### config.mk
export PLATFORM = sky130hd
export DESIGN_NAME = ram_arbiter
export DESIGN_NICKNAME = d
export VERILOG_FILES = /design/src/rtl/ram_arbiter.sv
export SDC_FILE = /design/constraint.sdc
export NUM_CORES = 1
export LEC_CHECK = 0
export CELL_PAD_IN_SITES_DETAIL_PLACEMENT = 0
export CELL_PAD_IN_SITES_GLOBAL_PLACEMENT = 2
export CORE_MARGIN = 3
export CORE_UTILIZATION = 11
export CTS_CLUSTER_SIZE = 16
export DETAILED_ROUTE_END_ITERATION = 6
export PLACE_DENSITY_LB_ADDON = 0.05
export RECOVER_POWER = 25
export SETUP_SLACK_MARGIN = 0.3
export SYNTH_ARGS = -nofsm -noshare
export SYNTH_HDL_FRONTEND = slang
export SYNTH_SLANG_ARGS = --single-unit
### constraint.sdc
create_clock -name clk_i -period 1.5 [get_ports clk_i]
set_input_delay 0.225 -clock clk_i [delete_from_list [all_inputs] [get_ports clk_i]]
set_output_delay 0.225 -clock clk_i [all_outputs]
set_load 0.02 [all_outputs]
### src/rtl/ram_arbiter.sv
// ram_arbiter
//   Shares one single-port ram (registered, 1-cycle read) between requester A
//   (USB-side buffer logic) and requester B (application-side logic).
//   Round-robin arbitration with a bounded burst: an owner keeps the ram for at
//   most BURST_MAX consecutive grants while the other side is also requesting.
//   Owner switches cost no idle cycle.
//
// Ports
//   clk_i, rstn_i          clock, asynchronous active-low reset
//   a_req_i / b_req_i      access request for this cycle
//   a_we_i  / b_we_i       1 = write, 0 = read
//   a_addr_i / b_addr_i    word address
//   a_mask_i / b_mask_i    write mask, a 1 bit protects that ram bit
//   a_wdata_i / b_wdata_i  write data
//   a_gnt_o / b_gnt_o      request accepted this cycle (combinational)
//   a_rvalid_o/b_rvalid_o  read data valid, one cycle after a granted read
//   a_rdata_o / b_rdata_o  read data, forced to zero when not valid
//   ram_*_o / ram_rdata_i  interface to the shared ram
//
// Configuration
//   RAM_ARB_FIXED_PRIO_EN  when defined, A has strict priority over B and the
//                          burst limit / last-owner tracking no longer affect
//                          grants. Undefined by default (round-robin).
module ram_arbiter #(
  parameter int VECTOR_LENGTH = 256,
  parameter int WORD_WIDTH    = 16,
  parameter int BURST_MAX     = 4,
  parameter int ADDR_WIDTH    = $clog2(VECTOR_LENGTH)
) (
  input  logic                  clk_i,
  input  logic                  rstn_i,
  input  logic                  a_req_i,
  input  logic                  a_we_i,
  input  logic [ADDR_WIDTH-1:0] a_addr_i,
  input  logic [WORD_WIDTH-1:0] a_mask_i,
  input  logic [WORD_WIDTH-1:0] a_wdata_i,
  output logic                  a_gnt_o,
  output logic                  a_rvalid_o,
  output logic [WORD_WIDTH-1:0] a_rdata_o,
  input  logic                  b_req_i,
  input  logic                  b_we_i,
  input  logic [ADDR_WIDTH-1:0] b_addr_i,
  input  logic [WORD_WIDTH-1:0] b_mask_i,
  input  logic [WORD_WIDTH-1:0] b_wdata_i,
  output logic                  b_gnt_o,
  output logic                  b_rvalid_o,
  output logic [WORD_WIDTH-1:0] b_rdata_o,
  output logic                  ram_clke_o,
  output logic                  ram_we_o,
  output logic [ADDR_WIDTH-1:0] ram_addr_o,
  output logic [WORD_WIDTH-1:0] ram_mask_o,
  output logic [WORD_WIDTH-1:0] ram_wdata_o,
  input  logic [WORD_WIDTH-1:0] ram_rdata_i
);

  localparam int CNT_WIDTH = $clog2(BURST_MAX + 1);
  localparam logic [CNT_WIDTH-1:0] CNT_MAX = CNT_WIDTH'(BURST_MAX);
  localparam logic [CNT_WIDTH-1:0] CNT_ONE = CNT_WIDTH'(1);
  localparam logic SIDE_A = 1'b0;
  localparam logic SIDE_B = 1'b1;

  typedef enum logic [1:0] {
    IDLE  = 2'd0,
    OWN_A = 2'd1,
    OWN_B = 2'd2
  } owner_e;

  owner_e                 owner_q, owner_d;
  logic [CNT_WIDTH-1:0]   cnt_q, cnt_d;
  logic                   last_q, last_d;
  // bit 1 = A has a read in flight, bit 0 = B has a read in flight
  logic [1:0]             rd_owner_q, rd_owner_d;
  logic                   gntA, gntB;

  // Grant decision. Only one side can ever be granted per cycle; in IDLE a
  // tie goes to whichever side did not own the ram last.
  always_comb begin
    gntA = 1'b0;
    gntB = 1'b0;
`ifdef RAM_ARB_FIXED_PRIO_EN
    gntA = a_req_i;
    gntB = b_req_i & ~a_req_i;
`else
    case (owner_q)
      IDLE: begin
        if (a_req_i && b_req_i) begin
          gntA = (last_q == SIDE_B);
          gntB = (last_q == SIDE_A);
        end else begin
          gntA = a_req_i;
          gntB = b_req_i;
        end
      end
      OWN_A: begin
        if (a_req_i && ((cnt_q < CNT_MAX) || !b_req_i)) gntA = 1'b1;
        else                                            gntB = b_req_i;
      end
      OWN_B: begin
        if (b_req_i && ((cnt_q < CNT_MAX) || !a_req_i)) gntB = 1'b1;
        else                                            gntA = a_req_i;
      end
      default: begin
        gntA = 1'b0;
        gntB = 1'b0;
      end
    endcase
`endif
  end

  // Next owner, burst count and last owner follow directly from the grant.
  // The count saturates so a lone requester can hold the ram indefinitely.
  always_comb begin
    owner_d    = owner_q;
    cnt_d      = cnt_q;
    last_d     = last_q;
    rd_owner_d = {gntA & ~a_we_i, gntB & ~b_we_i};
    if (gntA) begin
      owner_d = OWN_A;
      last_d  = SIDE_A;
      if (owner_q == OWN_A) cnt_d = (cnt_q == CNT_MAX) ? cnt_q : cnt_q + CNT_ONE;
      else                  cnt_d = CNT_ONE;
    end else if (gntB) begin
      owner_d = OWN_B;
      last_d  = SIDE_B;
      if (owner_q == OWN_B) cnt_d = (cnt_q == CNT_MAX) ? cnt_q : cnt_q + CNT_ONE;
      else                  cnt_d = CNT_ONE;
    end else begin
      owner_d = IDLE;
      cnt_d   = '0;
    end
  end

  // State registers; last_q resets to B so A wins the first tie.
  always_ff @(posedge clk_i or negedge rstn_i) begin
    if (!rstn_i) begin
      owner_q    <= IDLE;
      cnt_q      <= '0;
      last_q     <= SIDE_B;
      rd_owner_q <= 2'b00;
    end else begin
      owner_q    <= owner_d;
      cnt_q      <= cnt_d;
      last_q     <= last_d;
      rd_owner_q <= rd_owner_d;
    end
  end

  // Grants are forced low while reset is held so the ram sees no access.
  assign a_gnt_o    = gntA & rstn_i;
  assign b_gnt_o    = gntB & rstn_i;
  assign ram_clke_o = a_gnt_o | b_gnt_o;

  // Ram bus comes from the granted side, all zero otherwise.
  always_comb begin
    ram_we_o    = 1'b0;
    ram_addr_o  = '0;
    ram_mask_o  = '0;
    ram_wdata_o = '0;
    if (a_gnt_o) begin
      ram_we_o    = a_we_i;
      ram_addr_o  = a_addr_i;
      ram_mask_o  = a_mask_i;
      ram_wdata_o = a_wdata_i;
    end else if (b_gnt_o) begin
      ram_we_o    = b_we_i;
      ram_addr_o  = b_addr_i;
      ram_mask_o  = b_mask_i;
      ram_wdata_o = b_wdata_i;
    end
  end

  assign a_rvalid_o = rd_owner_q[1] & rstn_i;
  assign b_rvalid_o = rd_owner_q[0] & rstn_i;
  assign a_rdata_o  = a_rvalid_o ? ram_rdata_i : '0;
  assign b_rdata_o  = b_rvalid_o ? ram_rdata_i : '0;

endmodule

; Word level (Yosys, flattened, before mapping)
; Cells that the tools add are included.
[word_totals]
elab_cells = 55
inputBits = 102
ff_bits = 8
out_inout_bits = 78
[classes]
reduce_logical = 9
n_addsub = 1
n_mux = 27
n_lt_le_gt_ge = 1
eq_ne = 3
n_bitwise = 10
[ops]
columns = op, count
row1 = $mux 16, 6
row2 = $mux 8, 2
row3 = $mux 3, 5
row4 = $mux 1, 10
row5 = $and 1x1->1, 6
row6 = $pmux 1 s3, 2
row7 = $mux 2, 2
row8 = $add 3x1->3 const B, 1
row9 = $eq 3x3->1 const B, 1
row10 = $logic_and 1x1->1, 3
row11 = $lt 3x3->1 const B, 1
row12 = $not 1->1, 3
row13 = $eq 2x1->1 const B, 1
row14 = $eq 2x2->1 const B, 1
row15 = $logic_not 1->1, 2
row16 = $logic_not 2->1, 1
row17 = $logic_or 1x1->1, 2
row18 = $reduce_bool 2->1, 1
row19 = $or 1x1->1, 1

; Longest topological paths before layout
[logic_depth]
ltp_word = 8
depth_mapped = 7
ltp_nobuf = 6

; Worst setup path after synthesis
; Ideal clock, no wire load.
[synth_path]
kind = reg-to-output
from = register cnt_q[2]
to = output ram_addr_o[0]
path_slack_ns = -0.373
required_ns = 1.275
arrival_time_ns = 1.648
path_stages_with_launch = 7
path_buffers = 2
path_cell_list = dfrtp_1 buf_6 mux2_4 o21ai_4 buf_6 nand4_1 a21oi_1
[synth_via]
elab_chain_cells = 8
elab_cells_between_ends = 15
cone_classes = order compare: 1 / mux: 8 / bitwise: 2 / reduce/logical: 4
[synth_lines]
columns = item, line
row1 = from (decl), 69  ; logic [CNT_WIDTH-1:0] cnt_q, cnt_d;
row2 = from (signal assigned), 142  ; cnt_q <= cnt_d;
row3 = $lt 3x3->1 (*), "95, 99"
row4 = $logic_or 1x1->1 (on tied branches), "99, 95"
row5 = $logic_and 1x1->1 (on tied branches), "99, 95"
row6 = $mux 1 (on tied branches), "99, 95"
row7 = $pmux 1 s3, 84  ; case (owner_q)
row8 = $and 1x1->1, 150  ; assign b_gnt_o = gntB & rstn_i;
row9 = $mux 8, 164  ; end else if (b_gnt_o) begin
row10 = $mux 8 (*), 159  ; if (a_gnt_o) begin
row11 = to (decl), 50  ; output logic [ADDR_WIDTH-1:0] ram_addr_o,
; Mark *: on every way between the ends. The rest lies on a longest branch, timed or not.

; Worst setup path after layout
[layout_path]
from = register cnt_q[2]
to = output ram_mask_o[9]
[layout_via]
elab_chain_cells = 8
elab_cells_between_ends = 15
cone_classes = order compare: 1 / mux: 8 / bitwise: 2 / reduce/logical: 4
[layout_lines]
columns = item, line
row1 = $lt 3x3->1 (*), "95, 99"
row2 = $logic_or 1x1->1 (on tied branches), "99, 95"
row3 = $logic_and 1x1->1 (on tied branches), "99, 95"
row4 = $mux 1 (on tied branches), "99, 95"
row5 = $pmux 1 s3, 84
row6 = $and 1x1->1, 150
row7 = $mux 16, 164
row8 = $mux 16 (*), 159
row9 = to (decl), 51  ; output logic [WORD_WIDTH-1:0] ram_mask_o,
; Marked as above.

==> metrics <==
outcome complete, but fails checks; failing checks negative setup slack; Place WS -0.828 ns; maximum fanout along the worst path 5; DRT Pass-1 Iters 4; vias post-DR 2702; post-synthesis async set-or-reset flop share 100%; final setup margin -0.652 ns; CTS Hold Bufs 0; DIE HEIGHT between 100 and 150 microns; cell with the most instances after synthesis a21oi_1; Synth Net Count between 300 and 400; CP Data Arrival Time 1.93 ns; P_int around 1.8 mW; full die area ~16000 sq um; Worst Setup End Kind primary output; Vias/cell 4.34; Min-Delay Path Class input pin to asynchronous set/reset pin; FILL cells between 1000 and 1500; Final nets roughly 550; Routed wire per std cell 16.2 microns; Iteration-0 DRC Markers 59; dpl hpwl between 7000 and 8000 microns; Ports 180; ANT cells 0; largest area contributor in the netlist nand4_1; layout cells sized above 1 between 50% and 60%; CTS tree built; EDFF count, synth 0; critical path class flip-flop to primary output; Leak Pwr 1.86 nW; final setup vio count 50; H-tree levels 1; switching power between 1 and 1.5 mW; register area between 200 and 250 sq um; TritonCTS buffer count 3; FF-to-FF setup slack -0.30 ns; vias in the first global route between 2000 and 3000; Die W between 100 and 150 microns; post-synthesis cell area about 1600 sq um; total grt overflow 0; PD cells roughly 580 nW/um^2; final core utilization around 36%; Placed Instances 600; Reg2Reg Depth 10; Worst-Margin Slew 0.489 ns; Sink Count 8; area of the multi-input gates 1960 sq um; Synth Register Bits 8; top cell family by delay on the critical path flip-flops; largest cells by area after synthesis nand4_1 17%, a21oi_1 14%, nand3_1 13%, and3_1 13%, dfrtp_1 11%; Syn Inst Count approximately 240; crit path to ram_mask_o[9]; Finished Cell Area between 5000 and 6000 sq um; Clk pwr share between 10% and 20%; Max transition margin 67.4%; # rows between 40 and 50; Most used DFF post-synth dfrtp_1; setup TNS -27.34 ns; clock skew ~0.0039 ns; fin cells between 600 and 700; CTS root buf clkbuf_16; FF-to-FF End last_q; WP data required approximately 1.3 ns; Clock transition at path regs 0.04 ns; initial antenna violation count 0; synthesized area per cell about 6.6 sq um; Tcrit/Tclk final 143%; min Tclk post-route ~2.2 ns; CP max-delay cell dfrtp_2; CTS max path bufs 2; Comb pwr share between 70% and 80%; sequential share of power 9.6%; # DRC 0; Worst Path Buf+Inv 3; Area growth syn-to-layout 218%; largest net degree at the start of global routing 34; Most common cell on crit path buf_6; Final ANT Viol Nets 0; Final Max Slew Viols 0; later-pin clock latency in the skew report 0.24 ns; CP Cell Sequence mux2_4 -> o21ai_4 -> buf_6 -> buf_16 -> nand4_1 -> a21oi_4 -> buf_6; core footprint 14000 sq um; CP startpoint kind flip-flop; share of the synthesized area in the top cell type between 10% and 20%; YS warnings 0; fmax approximately 460 MHz; Total Routing Usage GR roughly 12%; IO buf count 179; top cells by count, synth 44 x a21oi_1, 43 x nand4_1, 41 x nand3_1; routability congestion estimate slightly below 0.7; CP Depth 7; global-route wire length before repair 15700 microns; Worst R2R Start last_q; VDD IR max around 0.25 mV; sw frac between 30% and 40%; RSZ-0062 raised after global routing yes; register area share after synthesis roughly an eighth; final hold violations 0; Post-DP Area about 4200 sq um; Post-Route WL between 10000 and 15000 microns; max cap viols 0; worst stage delay on the critical path between 0.4 and 0.5 ns; Worst setup startpoint cnt_q[2]; Distinct cells, synth 32; Initial Util about 11%
-- timing repair --
item / 4_1_cts / 5_1_grt
setup buffers: 12 / 3
hold endpoints to repair: 0 / 0
pin swaps: 38 / 17
gates cloned: 3 / 0
gates resized for setup: 488 / 88
setup endpoints to repair: 84 / 84
-- registers in the layout, summed over array words and instances, names as in the netlist --
register    cells
rd_owner_q      2
cnt_q           3
owner_q         2
last_q          1
-- worst min-delay path by stage --
stage,from,cells past startpoint,to
after global routing,rstn_i,2,cnt_q[0]
after floorplan,rstn_i,0,cnt_q[0]
after detailed placement,rstn_i,2,cnt_q[0]
after global placement,rstn_i,2,cnt_q[0]
after CTS,rstn_i,2,cnt_q[0]
final,rstn_i,2,cnt_q[0]
-- per-stage QoR --
step	hold slack, ns	power, mW
finish	0.204	2.94
global route	0.285	3.12
CTS	0.172	2.84
detailed placement	0.657	2.06
global placement	0.655	2.07
floorplan	-0.0706	1.23
-- metal layers --
layer  track usage, %  vias to the layer above  part of all wire (%)
met3             2.76                        9                   5.8
met1             15.3                     1292                    41
met5                0                        -                     0
met2             21.7                       89                    53
met4             1.14                        0                  0.77
li1                 -                     1312                     -
-- placed cells by master, fill, tap and decap left out, types with 2 or more instances in the layout --
cell	synthesis	layout
and2_4	0	2
a21oi_4	0	41
a21oi_1	44	2
nand3_1	41	16
buf_4	0	25
buf_12	0	11
buf_16	0	3
nand2_1	4	3
nor2b_4	0	2
dfrtp_2	0	3
nand3_2	1	25
buf_6	13	88
clkdlybuf4s50_1	0	99
buf_8	0	4
ha_1	2	2
nand4_1	43	43
clkbuf_16	0	3
clkbuf_1	10	3
nor2_4	0	3
dfrtp_1	7	4
and3_4	0	32
inv_1	6	5
-- power by group through the flow --
stage,sequential [mW],clock [mW],combinational [mW]
after floorplan,0.269,0,0.960
after global placement,0.279,0,1.79
after detailed placement,0.279,0,1.78
after CTS,0.277,0.475,2.09
after global routing,0.290,0.490,2.34
final,0.284,0.467,2.19
-- logic make-up after synthesis --
logic type	synth area share (%)
compound gates	18.7
xor+xnor	0.553
fa+ha+maj	1.58
buf+inv	16.7
flops	12.7
mux	0.948
simple gates	48.7
-- layout make-up --
| class | instances | area share [%] |
|---|---|---|
| Multi-Input combinational cell | 190 | 38.9 |
| Sequential cell | 8 | 4.07 |
| Inverter | 7 | 0.570 |
| Tap cell | 180 | 4.46 |
| Timing Repair Buffer | 233 | 50.4 |
| Clock buffer | 4 | 1.56 |
No activity file was read; power rests on OpenSTA's default activity.
